===== config.mk =====
export PLATFORM = sky130hd
export DESIGN_NAME = apb_arbiter_master_flat
export DESIGN_NICKNAME = d
export VERILOG_FILES = /design/src/rtl/apb_arbiter_master_if.sv /design/src/rtl/apb_arbiter_master.sv /design/src/flat_wrapper.sv
export SDC_FILE = /design/constraint.sdc
export NUM_CORES = 1
export LEC_CHECK = 0
export ABC_AREA = 1
export CAP_MARGIN = 20
export CORE_ASPECT_RATIO = 0.6
export CORE_MARGIN = 4
export CORE_UTILIZATION = 42
export DETAILED_ROUTE_END_ITERATION = 12
export PLACE_DENSITY = 0.86
export SYNTH_ARGS = -nofsm -noshare
export SYNTH_HDL_FRONTEND = slang
export SYNTH_SLANG_ARGS = --single-unit

===== constraint.sdc =====
create_clock -name PCLK -period 2.39 [get_ports PCLK]
set_clock_uncertainty 0.1 [all_clocks]
set_input_delay 0.478 -clock PCLK [delete_from_list [all_inputs] [get_ports PCLK]]
set_output_delay 0.478 -clock PCLK [all_outputs]
set_load 0.005 [all_outputs]

===== src/rtl/apb_arbiter_master_if.sv =====
// Bundle between the requester side, the arbiter and the APB slave.
// The master modport is the arbiter's view.
interface apb_arbiter_master_if #(
  parameter int NR = 2,
  parameter int AW = 32,
  parameter int DW = 32
);
  logic [NR-1:0]    i_req_valid;
  logic [NR-1:0]    o_req_ready;
  logic [NR-1:0]    i_req_write;
  logic [NR*AW-1:0] i_req_addr;
  logic [NR*DW-1:0] i_req_wdata;
  logic [NR-1:0]    o_resp_valid;
  logic [DW-1:0]    o_resp_rdata;
  logic             o_resp_err;
  logic             PSEL;
  logic             PENABLE;
  logic             PWRITE;
  logic [AW-1:0]    PADDR;
  logic [DW-1:0]    PWDATA;
  logic             PREADY;
  logic             PSLVERR;
  logic [DW-1:0]    PRDATA;

  modport master (
    input  i_req_valid, i_req_write,
    input  i_req_addr, i_req_wdata,
    input  PREADY, PSLVERR, PRDATA,
    output o_req_ready, o_resp_valid,
    output o_resp_rdata, o_resp_err,
    output PSEL, PENABLE, PWRITE,
    output PADDR, PWDATA
  );

  modport slave (
    output i_req_valid, i_req_write,
    output i_req_addr, i_req_wdata,
    output PREADY, PSLVERR, PRDATA,
    input  o_req_ready, o_resp_valid,
    input  o_resp_rdata, o_resp_err,
    input  PSEL, PENABLE, PWRITE,
    input  PADDR, PWDATA
  );
endinterface


===== src/rtl/apb_arbiter_master.sv =====
// Round-robin APB master sharing one APB bus between NR requesters.
// One outstanding transfer; back-to-back SETUP after a completing ACCESS.
module apb_arbiter_master #(
  parameter int NR = 2,
  parameter int AW = 32,
  parameter int DW = 32
) (
  input logic                  PCLK,
  input logic                  PRESETn,
  apb_arbiter_master_if.master bus
);

  localparam int IW = $clog2(NR);

  typedef enum logic [1:0] {
    IDLE,
    SETUP,
    ACCESS
  } state_t;

  state_t          state_q;
  state_t          state_d;
  logic [IW-1:0]   ptr_q;
  logic [IW-1:0]   grant_q;
  logic [IW-1:0]   pick;
  logic [IW-1:0]   idx;
  logic            found;
  logic            done;
  logic            accept;
  logic            sel_write;
  logic [AW-1:0]   sel_addr;
  logic [DW-1:0]   sel_wdata;
  logic            write_q;
  logic [AW-1:0]   addr_q;
  logic [DW-1:0]   wdata_q;
  logic [NR-1:0]   resp_q;
  logic [DW-1:0]   rdata_q;
  logic            err_q;

  // Round-robin search; lowest offset from pointer+1 wins.
  always_comb begin
    pick  = '0;
    found = 1'b0;
    idx   = '0;
    for (int i = NR; i >= 1; i--) begin
      idx = IW'((int'(ptr_q) + i) % NR);
      if (bus.i_req_valid[idx]) begin
        pick  = idx;
        found = 1'b1;
      end
    end
  end

  // Payload mux for the winning requester.
  always_comb begin
    sel_write = 1'b0;
    sel_addr  = '0;
    sel_wdata = '0;
    for (int k = 0; k < NR; k++) begin
      if (pick == IW'(k)) begin
        sel_write = bus.i_req_write[k];
        sel_addr  = bus.i_req_addr[k*AW +: AW];
        sel_wdata = bus.i_req_wdata[k*DW +: DW];
      end
    end
  end

  assign done   = (state_q == ACCESS) && bus.PREADY;
  assign accept = PRESETn && found &&
                  ((state_q == IDLE) || done);

  // Next-state logic.
  always_comb begin
    state_d = state_q;
    unique case (state_q)
      IDLE:    if (accept) state_d = SETUP;
      SETUP:   state_d = ACCESS;
      ACCESS: begin
        if (done) state_d = accept ? SETUP : IDLE;
      end
      default: state_d = IDLE;
    endcase
  end

  // State register.
  always_ff @(posedge PCLK or negedge PRESETn) begin
    if (!PRESETn) state_q <= IDLE;
    else          state_q <= state_d;
  end

  // Latch grant and payload on acceptance.
  always_ff @(posedge PCLK or negedge PRESETn) begin
    if (!PRESETn) begin
      ptr_q   <= IW'(NR - 1);
      grant_q <= '0;
      write_q <= 1'b0;
      addr_q  <= '0;
      wdata_q <= '0;
    end else if (accept) begin
      ptr_q   <= pick;
      grant_q <= pick;
      write_q <= sel_write;
      addr_q  <= sel_addr;
      wdata_q <= sel_write ? sel_wdata : '0;
    end
  end

  // Capture slave response; strobe the owner next cycle.
  always_ff @(posedge PCLK or negedge PRESETn) begin
    if (!PRESETn) begin
      resp_q  <= '0;
      rdata_q <= '0;
      err_q   <= 1'b0;
    end else begin
      resp_q <= '0;
      if (done) begin
        resp_q  <= NR'(1) << grant_q;
        rdata_q <= write_q ? '0 : bus.PRDATA;
        err_q   <= bus.PSLVERR;
      end
    end
  end

  assign bus.o_req_ready  = accept ? (NR'(1) << pick) : '0;
  assign bus.o_resp_valid = resp_q;
  assign bus.o_resp_rdata = rdata_q;
  assign bus.o_resp_err   = err_q;
  assign bus.PSEL         = (state_q != IDLE);
  assign bus.PENABLE      = (state_q == ACCESS);
  assign bus.PWRITE       = write_q;
  assign bus.PADDR        = addr_q;
  assign bus.PWDATA       = wdata_q;

endmodule

===== src/flat_wrapper.sv =====
// flat-port wrapper written by rule: the top's interface ports become plain ports
module apb_arbiter_master_flat 
#(
  parameter int NR = 2,
  parameter int AW = 32,
  parameter int DW = 32
)
  (PCLK, PRESETn, bus_i_req_valid, bus_i_req_write, bus_i_req_addr, bus_i_req_wdata, bus_PREADY, bus_PSLVERR, bus_PRDATA, bus_o_req_ready, bus_o_resp_valid, bus_o_resp_rdata, bus_o_resp_err, bus_PSEL, bus_PENABLE, bus_PWRITE, bus_PADDR, bus_PWDATA);
  apb_arbiter_master_if #(.NR(NR), .AW(AW), .DW(DW)) bus_i ();
  input logic PCLK;
  input logic PRESETn;
  input wire logic [$bits(bus_i.i_req_valid)-1:0] bus_i_req_valid;
  input wire logic [$bits(bus_i.i_req_write)-1:0] bus_i_req_write;
  input wire logic [$bits(bus_i.i_req_addr)-1:0] bus_i_req_addr;
  input wire logic [$bits(bus_i.i_req_wdata)-1:0] bus_i_req_wdata;
  input wire logic [$bits(bus_i.PREADY)-1:0] bus_PREADY;
  input wire logic [$bits(bus_i.PSLVERR)-1:0] bus_PSLVERR;
  input wire logic [$bits(bus_i.PRDATA)-1:0] bus_PRDATA;
  output wire logic [$bits(bus_i.o_req_ready)-1:0] bus_o_req_ready;
  output wire logic [$bits(bus_i.o_resp_valid)-1:0] bus_o_resp_valid;
  output wire logic [$bits(bus_i.o_resp_rdata)-1:0] bus_o_resp_rdata;
  output wire logic [$bits(bus_i.o_resp_err)-1:0] bus_o_resp_err;
  output wire logic [$bits(bus_i.PSEL)-1:0] bus_PSEL;
  output wire logic [$bits(bus_i.PENABLE)-1:0] bus_PENABLE;
  output wire logic [$bits(bus_i.PWRITE)-1:0] bus_PWRITE;
  output wire logic [$bits(bus_i.PADDR)-1:0] bus_PADDR;
  output wire logic [$bits(bus_i.PWDATA)-1:0] bus_PWDATA;
  assign bus_i.i_req_valid = bus_i_req_valid;
  assign bus_i.i_req_write = bus_i_req_write;
  assign bus_i.i_req_addr = bus_i_req_addr;
  assign bus_i.i_req_wdata = bus_i_req_wdata;
  assign bus_i.PREADY = bus_PREADY;
  assign bus_i.PSLVERR = bus_PSLVERR;
  assign bus_i.PRDATA = bus_PRDATA;
  assign bus_o_req_ready = bus_i.o_req_ready;
  assign bus_o_resp_valid = bus_i.o_resp_valid;
  assign bus_o_resp_rdata = bus_i.o_resp_rdata;
  assign bus_o_resp_err = bus_i.o_resp_err;
  assign bus_PSEL = bus_i.PSEL;
  assign bus_PENABLE = bus_i.PENABLE;
  assign bus_PWRITE = bus_i.PWRITE;
  assign bus_PADDR = bus_i.PADDR;
  assign bus_PWDATA = bus_i.PWDATA;
  apb_arbiter_master #(.NR(NR), .AW(AW), .DW(DW)) u_core (.PCLK(PCLK), .PRESETn(PRESETn), .bus(bus_i));
endmodule

======== After elaboration in Yosys (flattened, before gate mapping) ========
Index checks and enable logic that the tools add are counted.
word-level totals
  register bits ........................... 104
  bits of input ports ..................... 168
  output and inout port bits .............. 104
  word-level logic and storage cells ...... 45
cells by class
  $add $sub $neg .......................... 2
  $lt $le $gt $ge ......................... 2
  eq/ne operators ......................... 4
  shift-type cells ........................ 2
  muxes and demuxes ....................... 19
  reduce and logical (&&, ||, !) cells .... 7
operator list
  cell                                                 count
  2-to-1 mux 32 bit                                    4
  2-to-1 mux 1 bit                                     10
  2-to-1 mux 2 bit                                     4
  case mux 2 bit (3 select lines)                      1
  < comparator 1 x 2 -> 1 bit, second input constant   2
  != test 2 x 1 -> 1 bit, second input constant        2
  left shift 1 x 1 -> 2 bit, first input constant      2
  logical AND 1 bit                                    3
  adder 1 bit, second input constant                   2
  equality test 2 x 1 -> 1 bit, second input constant  1
  equality test 2 bit, second input constant           1
  zero test 2 bit                                      1
  AND reduction 2 bit                                  1
  nonzero test 2 bit                                   1
  logical OR 1 bit                                     1

======== Depth between registers and ports, before layout ========
Gate-level depths: netlist of run 1.
  depth in word-level cells ............... 10
  mapped depth ............................ 8
  gate-level depth less buffers ........... 7

======== Least setup slack after synthesis of run 1 ========
OpenSTA, ideal clock, no wires.
  kind .................................... in2out
  from .................................... in bus_i_req_valid[1]
  to ...................................... out bus_o_req_ready[0]
  data arrival time ....................... 1.284 ns
  required time ........................... 1.812 ns
  path slack .............................. 0.528 ns
  cell stages on the path ................. 7
  buffers on the path ..................... 3
  path through ............................ buf_4 > o21ai_2 > nor2_4 > inv_2 > buf_4 > buf_4 > nor2_1
between the ends
  word-level cells in the longest chain between the ends .. 7
  elaborated cells between the ends (all ways) .. 12
  those cells by class .................... shift: 1; mux: 9; reduce/logical: 2
RTL lines
  what                                                 line                       text
  start: declaration                                   flat_wrapper.sv:12         input wire logic [$bits(bus_i.i_req_valid)-1:0] bus_i_req_valid;
  2-to-1 mux 1 bit (implied by the code) (2 in a row)  apb_arbiter_master.sv:47   if (bus.i_req_valid[idx]) begin
  2-to-1 mux 1 bit (2 in a row)                        apb_arbiter_master.sv:47
  logical AND 1 bit (2 in a row)                       apb_arbiter_master.sv:69   assign accept = PRESETn && found &&
  2-to-1 mux 2 bit (*)                                 apb_arbiter_master.sv:124  assign bus.o_req_ready = accept ? (NR'(1) << pick) : '0;
  end: declaration                                     flat_wrapper.sv:19         output wire logic [$bits(bus_i.o_req_ready)-1:0] bus_o_req_ready;
Every way passes the cells marked *; elsewhere a longest branch is shown, timed or not. The select of a mux whose other input is x is not followed.

======== Worst setup path after layout of run 1 ========
  from .................................... in bus_PREADY
  to ...................................... out bus_o_req_ready[0]
between the ends
  word-level cells in the longest chain between the ends .. 4
RTL lines
  what                line                       text
  start: declaration  flat_wrapper.sv:16         input wire logic [$bits(bus_i.PREADY)-1:0] bus_PREADY;
  logical AND 1 bit   apb_arbiter_master.sv:68   assign done = (state_q == ACCESS) && bus.PREADY;
  logical OR 1 bit    apb_arbiter_master.sv:70   ((state_q == IDLE) || done);
  logical AND 1 bit   apb_arbiter_master.sv:69
  2-to-1 mux 2 bit    apb_arbiter_master.sv:124
Every way passes these cells.

==> results of run 1 <==
[logic make-up after synthesis]
family / Yosys count
AOI/OAI and AO/OA: 37
buffers and inverters: 51
DFF: 104
and+or+nand+nor: 468
[metal layers]
layer,vias up,GRT usage,wire (um)
met3,15,0.0919,1630
met5,-,0,0
met2,202,0.394,7720
li1,2557,-,-
met1,2333,0.303,6500
met4,0,0.0465,180
[cells in the final DEF (no fill, tap or decap), types with 2 or more instances in the layout]
cell type and n:
inv_2 2, dlygate4sd2_1 2, dfrtp_1 103, nand3_1 66
nand2_1 394, buf_4 16, nand2_2 2, nor2_1 4
o21ai_2 2, inv_1 5, clkinv_4 2, o21ai_0 29
buf_12 2, o21ai_1 5, clkdlybuf4s50_1 267, clkbuf_16 9
clkinvlp_4 2
[path summary, 6_finish.rpt]
| check | start | endpoint | slack (ns) | depth (start not counted) |
|---|---|---|---|---|
| worst min-delay path | PRESETn | u_core.bus.PWDATA[1] | 0.19 | 2 |
| worst min register to register | u_core.grant_q | u_core.bus.o_resp_valid[0] | 0.33 | 1 |
| worst max register to register | u_core.ptr_q | u_core.bus.PWDATA[3] | 0.45 | 8 |
| worst max-delay path | bus_PREADY | bus_o_req_ready[0] | 0.11 | 7 |
| max in group asynchronous | PRESETn | u_core.bus.PADDR[29] | 0.86 | 3 |
| min in group PCLK | u_core.grant_q | u_core.bus.o_resp_valid[0] | 0.33 | 1 |
[per-stage QoR]
stage	setup WS (ns)	area, um2	util
2_1_floorplan	0.528	4920	-
3_3_place_gp	-0.175	7730	0.680
3_5_place_dp	-0.166	7730	0.680
4_1_cts	0.0910	8030	0.706
5_1_grt	0.0168	8030	0.706
6_report	0.110	8030	0.706
[power by group through the flow]
stage,sequential [mW],combinational [mW],clock [mW]
finish,2.75,3.08,1.42
global route,2.84,3.42,1.53
CTS,2.76,3.13,1.46
detailed placement,2.77,3.12,0
global placement,2.75,3.04,0
floorplan,2.80,1.11,0
[repair_timing]
| item | CTS | global route |
|---|---|---|
| setup buffers | 1 | 0 |
| resized for setup | 4 | 1 |
| endpoints found under the setup margin | 2 | 1 |
| pin swaps | 1 | 0 |
| endpoints found under the hold margin | 0 | 0 |
[Yosys cell counts, drive strengths merged]
cell	count
nand2	396
dfrtp	103
nand3	66
o21ai	36
buf	30
clkbuf	14
inv	7
nor2	6
dfstp	1
o21a	1
[worst max-delay path: cells and delay by family]
kind | cells | cell delay (ns)
AOI/OAI and AO/OA | 1 | 0.09
buffers and inverters | 4 | 0.90
and+or+nand+nor | 2 | 0.22
[state kept, by name, indices dropped and copies added, names as in the netlist]
register                 cells
u_core.bus.PWRITE            1
u_core.bus.PWDATA           32
u_core.bus.o_resp_err        1
u_core.state_q               2
u_core.bus.o_resp_rdata     32
u_core.grant_q               1
u_core.bus.PADDR            32
u_core.bus.o_resp_valid      2
u_core.ptr_q                 1
[area by class of cell]
class / instances / area share
multi-input combinational: 505 / 0.255
tap: 160 / 0.0249
clock inverter: 6 / 0.00654
inverter: 7 / 0.00327
timing repair buffer: 288 / 0.356
sequential: 104 / 0.324
clock buffer: 10 / 0.0298
==> out/summary.txt, run 1 <==
Status = finished clean
Sw frac = 0.328
Setup violators final = 0
GRT Resource Usage Total = 0.239
Seq/Total Area, Yosys = 0.529
FF+latch count, synth = 104
Drt total wl = 16.0 mm
Static Leak = 3.99 nW
Root Buffer = clkbuf_16
Crit path DAT = 1.70 ns
Total Power = 7.25 mW
RSZ-0062 raised after global routing = false
Internal = 4.87 mW
GR Overflow Total = 0
Port Buf Inserts = 271
Xor/xnor share of the synthesized area = 0
Crit-path cells = clkdlybuf4s50_1 -> o21ai_2 -> nor2_4 -> buf_4 -> inv_2 -> nor2_1 -> clkdlybuf4s15_1
H-tree Lvls = 3
Layout cells sized above 1 = 0.0467
Per-cell routed wire length = 14.8 um
Synthesis warning total = 0
Total CTS buffers = 9
# fillers = 921
I/O pin total = 272
Clock transition at the registers of the reported paths = 0.07 ns
Clk network pwr share = 0.196
Rel. slew slack = 0.532
Max Freq = 439 MHz
Area of the multi-input gates = 2050 um2
Initial DRC Count = 282
Global-route wire length before repair = 26.0 mm
Post-route ant nets = 0
Multiplexer share of the synthesized area = 0
Ant diodes = 0
Sequential standard cell area = 2600 um2
DRC violations left = 0
Crit path max-delay cell type = clkdlybuf4s50_1
Vias = 5107
Net load switching power = 2.38 mW
Max incr delay on CP = 0.50 ns
CTS max path bufs = 2
Nets@finish = 1083
Unique cell type count in the Yosys netlist = 19
HPWL Detailed = 12.0 mm
Max FO, Critical Path = 3
Post-Route Setup TNS = 0 ns
Mean Syn Cell Area = 7.46 um2
Crit Path Class = primary input to output pin
Setup crit start kind = primary input
Die height = 91.9 um
Syn nets = 828
Final hold vios = 0
Comb power frac = 0.424
Inst Count DP = 1063
Count of pins over their slew limit = 0
CTS tree = built
Hold Worst Slack = 0.185 ns
Top post-synthesis cells by area = dfrtp_1 52%, nand2_1 30%, nand3_1 6.7%
Crit path capture type = output pin
Sequential power share = 0.380
Mapped Area = 4920 um2
Final period demand of the worst path = 2.28 ns
Main combinational cell family by area after synthesis = simple AND/OR/NAND/NOR gates
DIE WIDTH = 148 um
Antenna violations before repair = 0
Adder-Cell Fraction of Synth Area = 0
Largest net degree at the start of global routing = 66
Row cnt = 30
Worst-Skew Late Latency = 0.33 ns
Compound-Gate Fraction of Synth Area = 0.0389
Area leader, netlist = dfrtp_1
Initial core utilization = 0.433
Final std cells w/o fill = 1080
Worst Hold Class = primary input to async pin
DR vias/cell = 4.73
Area delta synth->final = 63.2%
Post-synthesis simple-gate area fraction = 0.376
Power density cells = 903 nW/um2
Core area = 11400 um2
GPL Wtd Cong = 0.830
Cells after synthesis = 660
Vias in the first global route = 5041
Actual slew at the worst max-slew pin = 0.702 ns
Hold Buf Count CTS = 0
Area share of the leading cell type in the synthesized netlist = 0.524
Fin crit share = 0.954
Worst path required time = 1.81 ns
Die area = 13600 um2
MaxCap Viol Count = 0
DR pass1 iterations = 4
VDD IR-drop max = 0.462 mV
Sink Count = 104
Power figures use the tool's default switching activity.
==> run 2: changes to the inputs <==
--- a/config.mk
+++ b/config.mk
@@ -9,9 +9,10 @@
 export CAP_MARGIN = 20
 export CORE_ASPECT_RATIO = 0.6
 export CORE_MARGIN = 4
-export CORE_UTILIZATION = 42
+export CORE_UTILIZATION = 35
 export DETAILED_ROUTE_END_ITERATION = 12
-export PLACE_DENSITY = 0.86
+export PLACE_DENSITY = 0.77
+export REMOVE_ABC_BUFFERS = 1
 export SYNTH_ARGS = -nofsm -noshare
 export SYNTH_HDL_FRONTEND = slang
 export SYNTH_SLANG_ARGS = --single-unit
==> constraint.sdc (replaced) <==
create_clock -name PCLK -period 1.8 [get_ports PCLK]
set_clock_uncertainty 0.1 [all_clocks]
set_input_delay 0.36 -clock PCLK [delete_from_list [all_inputs] [get_ports PCLK]]
set_output_delay 0.36 -clock PCLK [all_outputs]
set_load 0.005 [all_outputs]
==> out/summary.txt, run 2 (synthesis gave the netlist of run 1 again) <==
Inst Count DP = 1105 (+4.0%)
Total Power = 9.66 mW (+33%)
Final period demand of the worst path = 1.75 ns
Per-cell routed wire length = 14.8 um (-0.37%)
Final std cells w/o fill = 1124 (+4.1%)
Worst path required time = 1.34 ns (-0.47 ns)
Reg2reg setup slack = 0.09 ns (-0.36 ns)
Final hold vios = 0 (unchanged)
Clock transition at the registers of the reported paths = 0.07 ns (about the same)
DR vias/cell = 4.50 (-4.9%)
Max FO, Critical Path = 3 (unchanged)
Die height = 99.9 um (+8.7%)
VDD IR-drop max = 0.473 mV (+2.3%)
GPL Wtd Cong = 0.790 (-4.8%)
Crit Path Class = flop to output pin
Setup violators final = 0 (unchanged)
Cells on worst reg2reg path = 8 (unchanged)
Sink Count = 104 (unchanged)
Ant diodes = 0 (unchanged)
Critical Path Start = u_core.ptr_q
Count of pins over their slew limit = 0 (unchanged)
Worst R2R Start = u_core.ptr_q
Area delta synth->final = 66.1%
Total CTS buffers = 9 (unchanged)
Commonest non-fill, non-tap cell in the layout = nand2_1
Static Leak = 4.05 nW (+1.4%)
Drt total wl = 16.6 mm (+3.7%)
Die area = 16100 um2 (+19%)
DR pass1 iterations = 4 (unchanged)
Vias in the first global route = 4955 (-1.7%)
Most frequent cells in the layout = 392 x nand2_1, 263 x clkdlybuf4s50_1, 103 x dfrtp_1
Power density cells = 1180 nW/um2 (+31%)
Crit path DAT = 1.29 ns (-0.41 ns)
Setup crit start kind = flop
Row cnt = 33 (+10%)
Post-route ant nets = 0 (unchanged)
Post-layout util = 0.596 (-0.110)
CTS max path bufs = 2 (unchanged)
Root Buffer = clkbuf_16
CTS tree = built
Max Freq = 570 MHz
Worst Hold Class = primary input to async pin
Crit path capture type = output pin
Actual slew at the worst max-slew pin = 0.779 ns (+0.0770 ns)
Nets@finish = 1095 (+1.1%)
Status = finished clean
Fin crit share = 0.974
GR Overflow Total = 0 (unchanged)
DIE WIDTH = 161 um (+9.0%)
Worst-Skew Late Latency = 0.33 ns (about the same)
Port Buf Inserts = 271 (unchanged)
H-tree Lvls = 3 (unchanged)
Largest net degree at the start of global routing = 68 (+3.0%)
Vias = 5056 (-1.0%)
Core area = 13700 um2 (+21%)
RSZ-0062 raised after global routing = true
MaxCap Viol Count = 0 (unchanged)
Critical Path End = bus_o_req_ready[1]
Hold Buf Count CTS = 0 (unchanged)
Antenna violations before repair = 0 (unchanged)
HPWL Detailed = 12.5 mm (+3.7%)
Rel. slew slack = 0.481 (-0.0513)
I/O pin total = 272 (unchanged)
DRC violations left = 0 (unchanged)
Initial DRC Count = 281 (-0.35%)
Layout cells sized above 1 = 0.0655 (+0.0187)
Global-route wire length before repair = 26.1 mm (+0.61%)
Reg-to-reg endpoint = u_core.bus.PWDATA[24]
Initial core utilization = 0.359 (-0.0737)
GRT Resource Usage Total = 0.202 (-0.0366)
run 2: cell count changes in the layout (fill, tap and decap cells not counted), sizes merged:
| cell | change |
|---|---|
| buf | +15 |
| clkbuf | +1 |
| clkdlybuf4s15 | -1 |
| clkdlybuf4s50 | -4 |
| clkinv | -2 |
| clkinvlp | +1 |
| dlygate4sd2 | +2 |
run 2: report_power, final:
| group | total [mW] | internal (mW) | switching [mW] |
|---|---|---|---|
| Combinational | 4.19 | 2.36 | 1.83 |
| Clock | 1.82 | 0.951 | 0.874 |
| Sequential | 3.65 | 3.19 | 0.460 |
run 2: worst max-delay path: stages (launching register included):
cell and delay (ns):
dfstp_2 0.55, nand2_2 0.07, nand2_2 0.09, inv_2 0.05, nand2_2 0.07, inv_2 0.04, buf_6 0.11
run 2: area by class of cell:
| class | count | area (um2) |
|---|---|---|
| fill | 1269 | 5530 |
| timing repair buffer | 300 | 2970 |
| sequential | 104 | 2600 |
| multi-input combinational | 505 | 2060 |
| tap | 192 | 240 |
| clock buffer | 11 | 233 |
| clock inverter | 5 | 40.0 |
| inverter | 7 | 26.3 |
run 2: how the worst min path moves through the flow:
stage / from / endpoint / slack [ns] / cells past startpoint
2_1_floorplan: PRESETn / u_core.bus.PADDR[0] / -0.04 / 0
3_3_place_gp: u_core.grant_q / u_core.bus.o_resp_valid[0] / 0.33 / 1
3_5_place_dp: u_core.grant_q / u_core.bus.o_resp_valid[0] / 0.34 / 1
4_1_cts: PRESETn / u_core.bus.o_resp_rdata[13] / 0.16 / 3
5_1_grt: PRESETn / u_core.bus.o_resp_rdata[13] / 0.19 / 3
6_report: PRESETn / u_core.bus.o_resp_rdata[13] / 0.15 / 3
run 2: through the flow:
stage / hold WS (ns) / setup TNS (ns) / area (um2) / setup WS [ns]
after floorplan: -0.0356 / -64.59 / 4670 / -1.02
after global placement: 0.332 / -21.56 / 7870 / -0.452
after detailed placement: 0.340 / -22.59 / 7870 / -0.452
after CTS: 0.164 / -0.000992 / 8160 / -0.000625
after global routing: 0.194 / -0.0653 / 8170 / -0.0208
final: 0.148 / 0 / 8170 / 0.0460
run 2: layer usage:
| metal | wire [um] | up-vias | GRT usage |
|---|---|---|---|
| met1 | 7410 | 2285 | 0.268 |
| met3 | 1580 | 12 | 0.0681 |
| met5 | 0 | - | 0 |
| met4 | 116 | 0 | 0.0315 |
| li1 | - | 2582 | - |
| met2 | 7520 | 177 | 0.333 |
run 2: what timing repair did:
action	in CTS	in global routing
endpoints found under the setup margin	45	51
pin swaps	2	3
resized for setup	16	6
hold endpoints to repair	0	0
setup buffers	4	2
